### config.mk
export PLATFORM = sky130hd
export DESIGN_NAME = id_ex_stage
export DESIGN_NICKNAME = d
export VERILOG_FILES = /design/src/rtl/rv_pipe_pkg.sv /design/src/rtl/fwd_mux.sv /design/src/rtl/id_ex_stage.sv
export SDC_FILE = /design/constraint.sdc
export NUM_CORES = 1
export LEC_CHECK = 0
export CAP_MARGIN = 15
export CORE_UTILIZATION = 30
export CTS_CLUSTER_DIAMETER = 200
export DETAILED_ROUTE_END_ITERATION = 12
export GPL_TIMING_DRIVEN = 1
export PLACE_DENSITY = 0.61
export SLEW_MARGIN = 20
export SYNTH_ARGS = -nofsm -noshare
export SYNTH_HDL_FRONTEND = slang
export SYNTH_SLANG_ARGS = --single-unit
### constraint.sdc
create_clock -name clk -period 2.93 [get_ports clk]
set_input_delay 0.586 -clock clk [delete_from_list [all_inputs] [get_ports clk]]
set_output_delay 0.586 -clock clk [all_outputs]
set_load 0.005 [all_outputs]
### src/rtl/rv_pipe_pkg.sv
// rv_pipe_pkg: shared widths, ALU opcodes, forward-select encoding and the ID/EX register layout.
package rv_pipe_pkg;
    localparam int XLEN    = 32;
    localparam int OPW     = 3;
    localparam int REGADDR = 5;
    localparam logic [OPW-1:0] ALU_ADD = 3'd0;
    localparam logic [OPW-1:0] ALU_SUB = 3'd1;
    localparam logic [OPW-1:0] ALU_AND = 3'd2;
    localparam logic [OPW-1:0] ALU_OR  = 3'd3;
    localparam logic [OPW-1:0] ALU_XOR = 3'd4;
    localparam logic [1:0] FWD_REG = 2'd0;
    localparam logic [1:0] FWD_EXM = 2'd1;
    localparam logic [1:0] FWD_MWB = 2'd2;

    typedef struct packed {
        logic               valid;
        logic [REGADDR-1:0] rs1;
        logic [REGADDR-1:0] rs2;
        logic [XLEN-1:0]    rs1_data;
        logic [XLEN-1:0]    rs2_data;
        logic [XLEN-1:0]    imm;
        logic               use_imm;
        logic [OPW-1:0]     alu_op;
        logic [REGADDR-1:0] rd;
        logic               reg_write;
        logic               mem_read;
    } ex_reg_t;

    // EX/MEM is the younger result, so it outranks MEM/WB; x0 never forwards
    function automatic logic [1:0] fwd_sel(
        input logic [REGADDR-1:0] src,
        input logic [REGADDR-1:0] exm_rd,
        input logic               exm_we,
        input logic [REGADDR-1:0] mwb_rd,
        input logic               mwb_we
    );
        return (exm_we && exm_rd != '0 && exm_rd == src) ? FWD_EXM :
               (mwb_we && mwb_rd != '0 && mwb_rd == src) ? FWD_MWB : FWD_REG;
    endfunction
endpackage

### src/rtl/fwd_mux.sv
// fwd_mux: picks the freshest value of one source register from EX/MEM, MEM/WB or the latched regfile read.
module fwd_mux
    import rv_pipe_pkg::*;
(
    input  logic [REGADDR-1:0] i_src,
    input  logic [XLEN-1:0]    i_data,
    input  logic [REGADDR-1:0] i_exm_rd,
    input  logic               i_exm_we,
    input  logic [XLEN-1:0]    i_exm_result,
    input  logic [REGADDR-1:0] i_mwb_rd,
    input  logic               i_mwb_we,
    input  logic [XLEN-1:0]    i_mwb_result,
    output logic [XLEN-1:0]    o_value
);
    logic [1:0] w_sel;

    assign w_sel   = fwd_sel(i_src, i_exm_rd, i_exm_we, i_mwb_rd, i_mwb_we);
    assign o_value = (i_src == '0)      ? '0 :
                     (w_sel == FWD_EXM) ? i_exm_result :
                     (w_sel == FWD_MWB) ? i_mwb_result : i_data;
endmodule

### src/rtl/id_ex_stage.sv
// id_ex_stage: ID/EX pipeline register with load-use stall detection and operand forwarding into the ALU.
module id_ex_stage
    import rv_pipe_pkg::*;
(
    input  logic               clk,
    input  logic               rst,
    input  logic               id_valid,
    input  logic [REGADDR-1:0] id_rs1,
    input  logic [REGADDR-1:0] id_rs2,
    input  logic [XLEN-1:0]    id_rs1_data,
    input  logic [XLEN-1:0]    id_rs2_data,
    input  logic [XLEN-1:0]    id_imm,
    input  logic               id_use_imm,
    input  logic [OPW-1:0]     id_alu_op,
    input  logic [REGADDR-1:0] id_rd,
    input  logic               id_reg_write,
    input  logic               id_mem_read,
    input  logic               flush,
    input  logic [REGADDR-1:0] exm_rd,
    input  logic               exm_reg_write,
    input  logic [XLEN-1:0]    exm_result,
    input  logic [REGADDR-1:0] mwb_rd,
    input  logic               mwb_reg_write,
    input  logic [XLEN-1:0]    mwb_result,
    output logic               stall_id,
    output logic               ex_valid,
    output logic [XLEN-1:0]    operand1,
    output logic [XLEN-1:0]    operand2,
    output logic [OPW-1:0]     alu_op,
    output logic [XLEN-1:0]    ex_rs2_fwd,
    output logic [REGADDR-1:0] ex_rd,
    output logic               ex_reg_write,
    output logic               ex_mem_read
);
    ex_reg_t         r_ex;
    ex_reg_t         w_next;
    logic [XLEN-1:0] w_fwd_rs1;
    logic [XLEN-1:0] w_fwd_rs2;

    assign stall_id = id_valid & r_ex.valid & r_ex.mem_read & (r_ex.rd != '0) &
                      ((r_ex.rd == id_rs1) | ((r_ex.rd == id_rs2) & ~id_use_imm));

    always_comb begin
        w_next           = '0;
        w_next.valid     = id_valid;
        w_next.rs1       = id_rs1;
        w_next.rs2       = id_rs2;
        w_next.rs1_data  = id_rs1_data;
        w_next.rs2_data  = id_rs2_data;
        w_next.imm       = id_imm;
        w_next.use_imm   = id_use_imm;
        w_next.alu_op    = id_alu_op;
        w_next.rd        = id_rd;
        w_next.reg_write = id_reg_write & id_valid;
        w_next.mem_read  = id_mem_read & id_valid;
    end

    // flush and load-use both insert an all-zero bubble; decode re-presents on stall
    always_ff @(posedge clk)
        r_ex <= (rst || flush || stall_id) ? '0 : w_next;

    fwd_mux u_fwd_rs1 (
        .i_src(r_ex.rs1), .i_data(r_ex.rs1_data),
        .i_exm_rd(exm_rd), .i_exm_we(exm_reg_write), .i_exm_result(exm_result),
        .i_mwb_rd(mwb_rd), .i_mwb_we(mwb_reg_write), .i_mwb_result(mwb_result),
        .o_value(w_fwd_rs1)
    );

    fwd_mux u_fwd_rs2 (
        .i_src(r_ex.rs2), .i_data(r_ex.rs2_data),
        .i_exm_rd(exm_rd), .i_exm_we(exm_reg_write), .i_exm_result(exm_result),
        .i_mwb_rd(mwb_rd), .i_mwb_we(mwb_reg_write), .i_mwb_result(mwb_result),
        .o_value(w_fwd_rs2)
    );

    assign ex_valid     = r_ex.valid;
    assign operand1     = w_fwd_rs1;
    assign operand2     = r_ex.use_imm ? r_ex.imm : w_fwd_rs2;
    assign alu_op       = r_ex.alu_op;
    assign ex_rs2_fwd   = w_fwd_rs2;
    assign ex_rd        = r_ex.rd;
    assign ex_reg_write = r_ex.reg_write;
    assign ex_mem_read  = r_ex.mem_read;
endmodule

======== Yosys cells after proc, flatten, opt, wreduce, memory -nomap -nowiden ========
Index checks and enable logic that the tools add are counted.
word-level totals
  output and inout port bits .............. 108
  word-level logic and storage cells ...... 54
  flip-flop bits (word level) ............. 118
operators by class
  muxes and demuxes ....................... 11
  eq/ne operators ......................... 10
  reduce and logical (&&, ||, !) cells .... 13
  bitwise operators ....................... 9
operators by type and width
  kind                                                                    count
  32-bit 2-to-1 mux                                                       7
  5-bit equality test                                                     6
  5-bit nonzero test                                                      3
  5-bit logical NOT                                                       2
  2-bit 2-to-1 mux                                                        4
  1-bit bitwise AND                                                       7
  1-bit logical AND                                                       6
  2-bit by 1-bit equality test with 1-bit output (second input constant)  2
  2-bit equality test (second input constant)                             2
  1-bit logical OR                                                        2
  1-bit inverter                                                          1
  1-bit OR                                                                1

======== Depth between registers and ports, before layout ========
  depth after elaboration ................. 10
  mapped depth ............................ 7
  gate-level depth less buffers ........... 5

======== Cells and area by module ========
A second synthesis with hierarchy kept.
second synthesis, totals
  cell total of the unflattened synthesis .. 814
  area total of the unflattened synthesis .. 6,889.1 µm²
by module, submodules not included
  module       instances  area each (µm²)  seq. area each (µm²)  cells each
  id_ex_stage  1          4,219.0          2,362.3               456
  fwd_mux      2          1,335.0          0.0                   179

======== Worst setup path after synthesis ========
OpenSTA, ideal clock, no wires.
  path type ............................... input -> output
  start point ............................. input port exm_rd[1]
  end point ............................... output port operand2[11]
  stages on the path ...................... 7
  arrival time ............................ 2.016 ns
  data required time ...................... 2.344 ns
  setup slack ............................. 0.328 ns
  cells stage by stage .................... or4_1 > o21a_1 > and3_1 > buf_6 > buf_6 > a221oi_2 > o31ai_1
on the way
  word-level cells in the longest chain between the ends .. 9
  elaborated cells on any way between the ends .. 11
  classes of those cells .................. eq/ne: 3; mux: 5; reduce/logical: 3
RTL lines
  element              line               source
  start, declared      id_ex_stage.sv:19  input logic [REGADDR-1:0] exm_rd,
  5-bit nonzero test   rv_pipe_pkg.sv:37  return (exm_we && exm_rd != '0 && exm_rd == src) ? FWD_EXM :
  1-bit logical AND    rv_pipe_pkg.sv:37
  1-bit logical AND *  rv_pipe_pkg.sv:37
  2-bit 2-to-1 mux *   rv_pipe_pkg.sv:37
  2-bit equality test  fwd_mux.sv:20      (w_sel == FWD_MWB) ? i_mwb_result : i_data;
  32-bit 2-to-1 mux    fwd_mux.sv:20
  32-bit 2-to-1 mux *  fwd_mux.sv:19      (w_sel == FWD_EXM) ? i_exm_result :
  32-bit 2-to-1 mux *  fwd_mux.sv:18      assign o_value = (i_src == '0) ? '0 :
  32-bit 2-to-1 mux *  id_ex_stage.sv:78  assign operand2 = r_ex.use_imm ? r_ex.imm : w_fwd_rs2;
  end, declared        id_ex_stage.sv:28  output logic [XLEN-1:0] operand2,
Mark *: on every way between the ends. The rest lies on a longest branch, timed or not.

======== Worst setup path in the final report ========
  start point ............................. input port exm_rd[3]
  end point ............................... output port operand2[7]
The elaborated chain is that of the path after synthesis.

==> results list <==
- Combined area of the multi-input logic cells: between 4000 and 5000 sq um
* Top Ports: 305
- The floorplan has 51 rows.
- Signal arrival time at the worst endpoint: about 2.5 ns
* Main synth FF type: sky130_fd_sc_hd__dfxtp_1
- Avg Cell Area, Syn: 8.82 sq um
- H-tree levels: 4
- Via count of the first global-routing pass: 6680
- In this run the worst path has a maximum fanout of 6.
- Startpoint class of the critical path: input port
- Length of the first detailed-routing pass in iterations: 5
- Global routing consumed, over all layers together, about a quarter of the routing resources.
- Once detailed placement completed, the half-perimeter wirelength came to 18.1 mm.
* Fin worst setup slack: -0.113 ns
- End-of-flow core utilization: about three fifths
- Post-DRT Antenna Nets: 0
* DRC violation count after routing: 0
* Tightest slew margin relative to the limit: 65.4%
- Path type of the worst min-delay path: in2reg
- TritonCTS built the clock tree.
* Final routed wirelength across all metal layers: between 20 and 30 mm
- Failing checks: setup timing
- During placement, the flow inserted port buffers numbering slightly above 300.
- After detailed routing, the number of vias per cell comes to roughly 5.
- Power per cell area: 422 nW/um^2
- Average wire per cell in the routed design: 20.6 um
- For this design, the sink count on the clock tree is 118.
- At the pin with the least slew margin, the transition time is 0.517 ns.
- The critical path is of the in2out type.
- Fin cells: ~1300
* Share of async-settable or async-resettable flops after synthesis: 0%
- VDD IR-drop max: approximately 380 uV
- Routability cong.: between 0.8 and 0.9
- The first global-routing pass estimated roughly 39 mm of wire.
- Post-Route Hold Slack: between 0.7 and 0.8 ns
* Max Clock Freq: ~330 MHz
* Unique cell type count in the Yosys netlist: 38
- Vertical die dimension: 144 um
- The die is about 140 um wide.
- Setup violations remaining at the end of the flow were counted as between 80 and 90.
* Fraction of the yosys area taken by sequential cells: just under 40%
* Largest net degree at the start of global routing: about 110
* Post-synthesis instance area: 6020 sq um
- Cells taking the most area after synthesis: sky130_fd_sc_hd__dfxtp_1, sky130_fd_sc_hd__and2_1, sky130_fd_sc_hd__a221oi_2
- Final-layout fill cell count: 1657
* Total area of sequential cells: 2370 sq um
- Total power for the finished layout comes to 4.91 mW.
* #FFs+latches synth: 118
- Unrepaired setup endpoints after global routing: yes
- CTS placed an instance of sky130_fd_sc_hd__clkbuf_16 at the clock tree root.
- Area growth from synthesis to layout: 93.1%
* Core Footprint: 19600 sq um
* Initial DRC Count: 246
* Vias: 6602
* Max-cap violations: 0
* Fin. max-slew vios: 0
* Worst Setup End Kind: output port
- Counting along the longest clock path gives a buffer depth of 2.
- Final layout net count: 1257
* Remaining global-route overflow: 0
- For this design the static power due to leakage is 4.80 nW.
* Most frequent standard cell in the layout excluding fill and tap cells: sky130_fd_sc_hd__clkdlybuf4s50_1
- Post-synthesis cell count: 683
- Clock latency of the later-clocked register in the worst-skew pair: ~0.42 ns
- In this run, CTS created clock tree buffers numbering 17.
- The top cell type by area accounts for 39.2% of the synthesized area.
- Antenna violations before repair: 1
- Synthesis produced a netlist with a net count of 880.
- Of the cells placed in the final design, the portion with a size suffix greater than 1 is about 38%.
- The floorplan step defined a die boundary enclosing 20700 sq um.
* Effective utilization at floorplan: 30.8%
- Placed cell count: 1246
- Final critical delay including setup and external delays: 3.04 ns
- Post-route clock period utilization: 104%
- The flow ran to the end, but the final reports show violations.
* Critical path data required time: 2.34 ns
- Synth Warn #: 0
- Counting flops with a built-in enable in the synthesized netlist gives 0.
- Setup total negative slack on the finished layout was measured at -3.78 ns.
- Clock-pin slew reported for the worst setup and hold paths after clock tree synthesis: 0.06 ns
* Hold violation total from the final report: 0
- sky130_fd_sc_hd__dfxtp_1 takes more of the synthesized area than any other cell.
- Across the routed clock network, the largest skew measured is 0.0102 ns.
- Leading cell types in the layout, fill and taps excluded: sky130_fd_sc_hd__clkdlybuf4s50_1, sky130_fd_sc_hd__and2_1, sky130_fd_sc_hd__dfxtp_1
critical path, cell delays in order:
cell	delay [ns]
sky130_fd_sc_hd__buf_6	0.09
sky130_fd_sc_hd__or4_4	0.52
sky130_fd_sc_hd__o21a_4	0.23
sky130_fd_sc_hd__buf_4	0.14
sky130_fd_sc_hd__nand3_4	0.11
sky130_fd_sc_hd__buf_12	0.14
sky130_fd_sc_hd__buf_12	0.13
sky130_fd_sc_hd__nor2_2	0.05
sky130_fd_sc_hd__o31ai_1	0.28
sky130_fd_sc_hd__buf_2	0.17
per-layer routing:
metal / vias up / share of wire, % / global-route usage [%]
li1: 3139 / - / -
met1: 3116 / 41 / 31.0
met2: 292 / 48 / 44.9
met3: 55 / 7.6 / 7.63
met4: 0 / 3.2 / 10.6
met5: - / 0 / 0
worst paths after layout:
path | end | slack, ns | cells after the start | startpoint
worst max register to register | r_ex[54]$_SDFF_PP0_ | 0.75 | 8 | ex_rd[0]$_SDFF_PP0_
worst min-delay path | r_ex[12]$_SDFF_PP0_ | 0.72 | 2 | id_imm[1]
worst min register to register | r_ex[111]$_SDFF_PP0_ | 1.05 | 4 | ex_valid$_SDFF_PP0_
worst max-delay path | operand2[7] | -0.11 | 10 | exm_rd[3]
final cells by class:
type	instances	area share, %
antenna	1	0.0215
clock buffer	18	3.69
clock inverter	13	1.57
multi-input combinational	500	35.6
sequential	118	20.4
tap	265	2.85
timing repair buffer	423	35.9
cells by family (layout without fill, tap and decap cells):
logic type	count (synthesis)	after routing	share of synthesized area (%)
simple gates	366	367	30.9
compound gates	102	102	19.2
flops	118	118	39.2
other cells	0	1	0
buf+inv	66	454	6.17
mux	1	1	0.166
xor+xnor	30	30	4.36
what timing repair did:
action / CTS / global route
setup buffers: 44 / 9
hold buffers: 0 / 0
pin swaps: 118 / 29
endpoints found under the setup margin: 97 / 97
resized for setup: 577 / 59
cloned: 14 / 1
registers in the layout (all words and copies together), names as in the netlist:
register	flops
alu_op	3
ex_valid	1
ex_mem_read	1
ex_reg_write	1
ex_rd	5
r_ex	107
power by group:
part / switching (mW) / total (mW) / internal [mW] / leakage, nW
clock network: 0.770 / 2.18 / 1.41 / 0.288
registers: 0.0379 / 1.71 / 1.67 / 0.971
logic: 0.445 / 1.02 / 0.576 / 3.54
total: 1.25 / 4.91 / 3.66 / 4.80
Yosys cell counts (all sizes together) (3+ instances only):
library cell	instances
nor2	70
or4	4
nor3	36
nand4	3
xnor2	16
clkbuf	34
nand2	95
buf	32
a311oi	31
xor2	14
o31ai	32
a221oi	32
and3	35
and2	117
dfxtp	118
nand3	4
per-stage QoR:
step / area, sq um / setup WS [ns]
after floorplan: 6020 / 0.328
after global placement: 9690 / -0.856
after detailed placement: 9690 / -0.888
after CTS: 11400 / -0.107
after global routing: 11600 / -0.195
final: 11600 / -0.113
(Power assumes the default switching activity.)
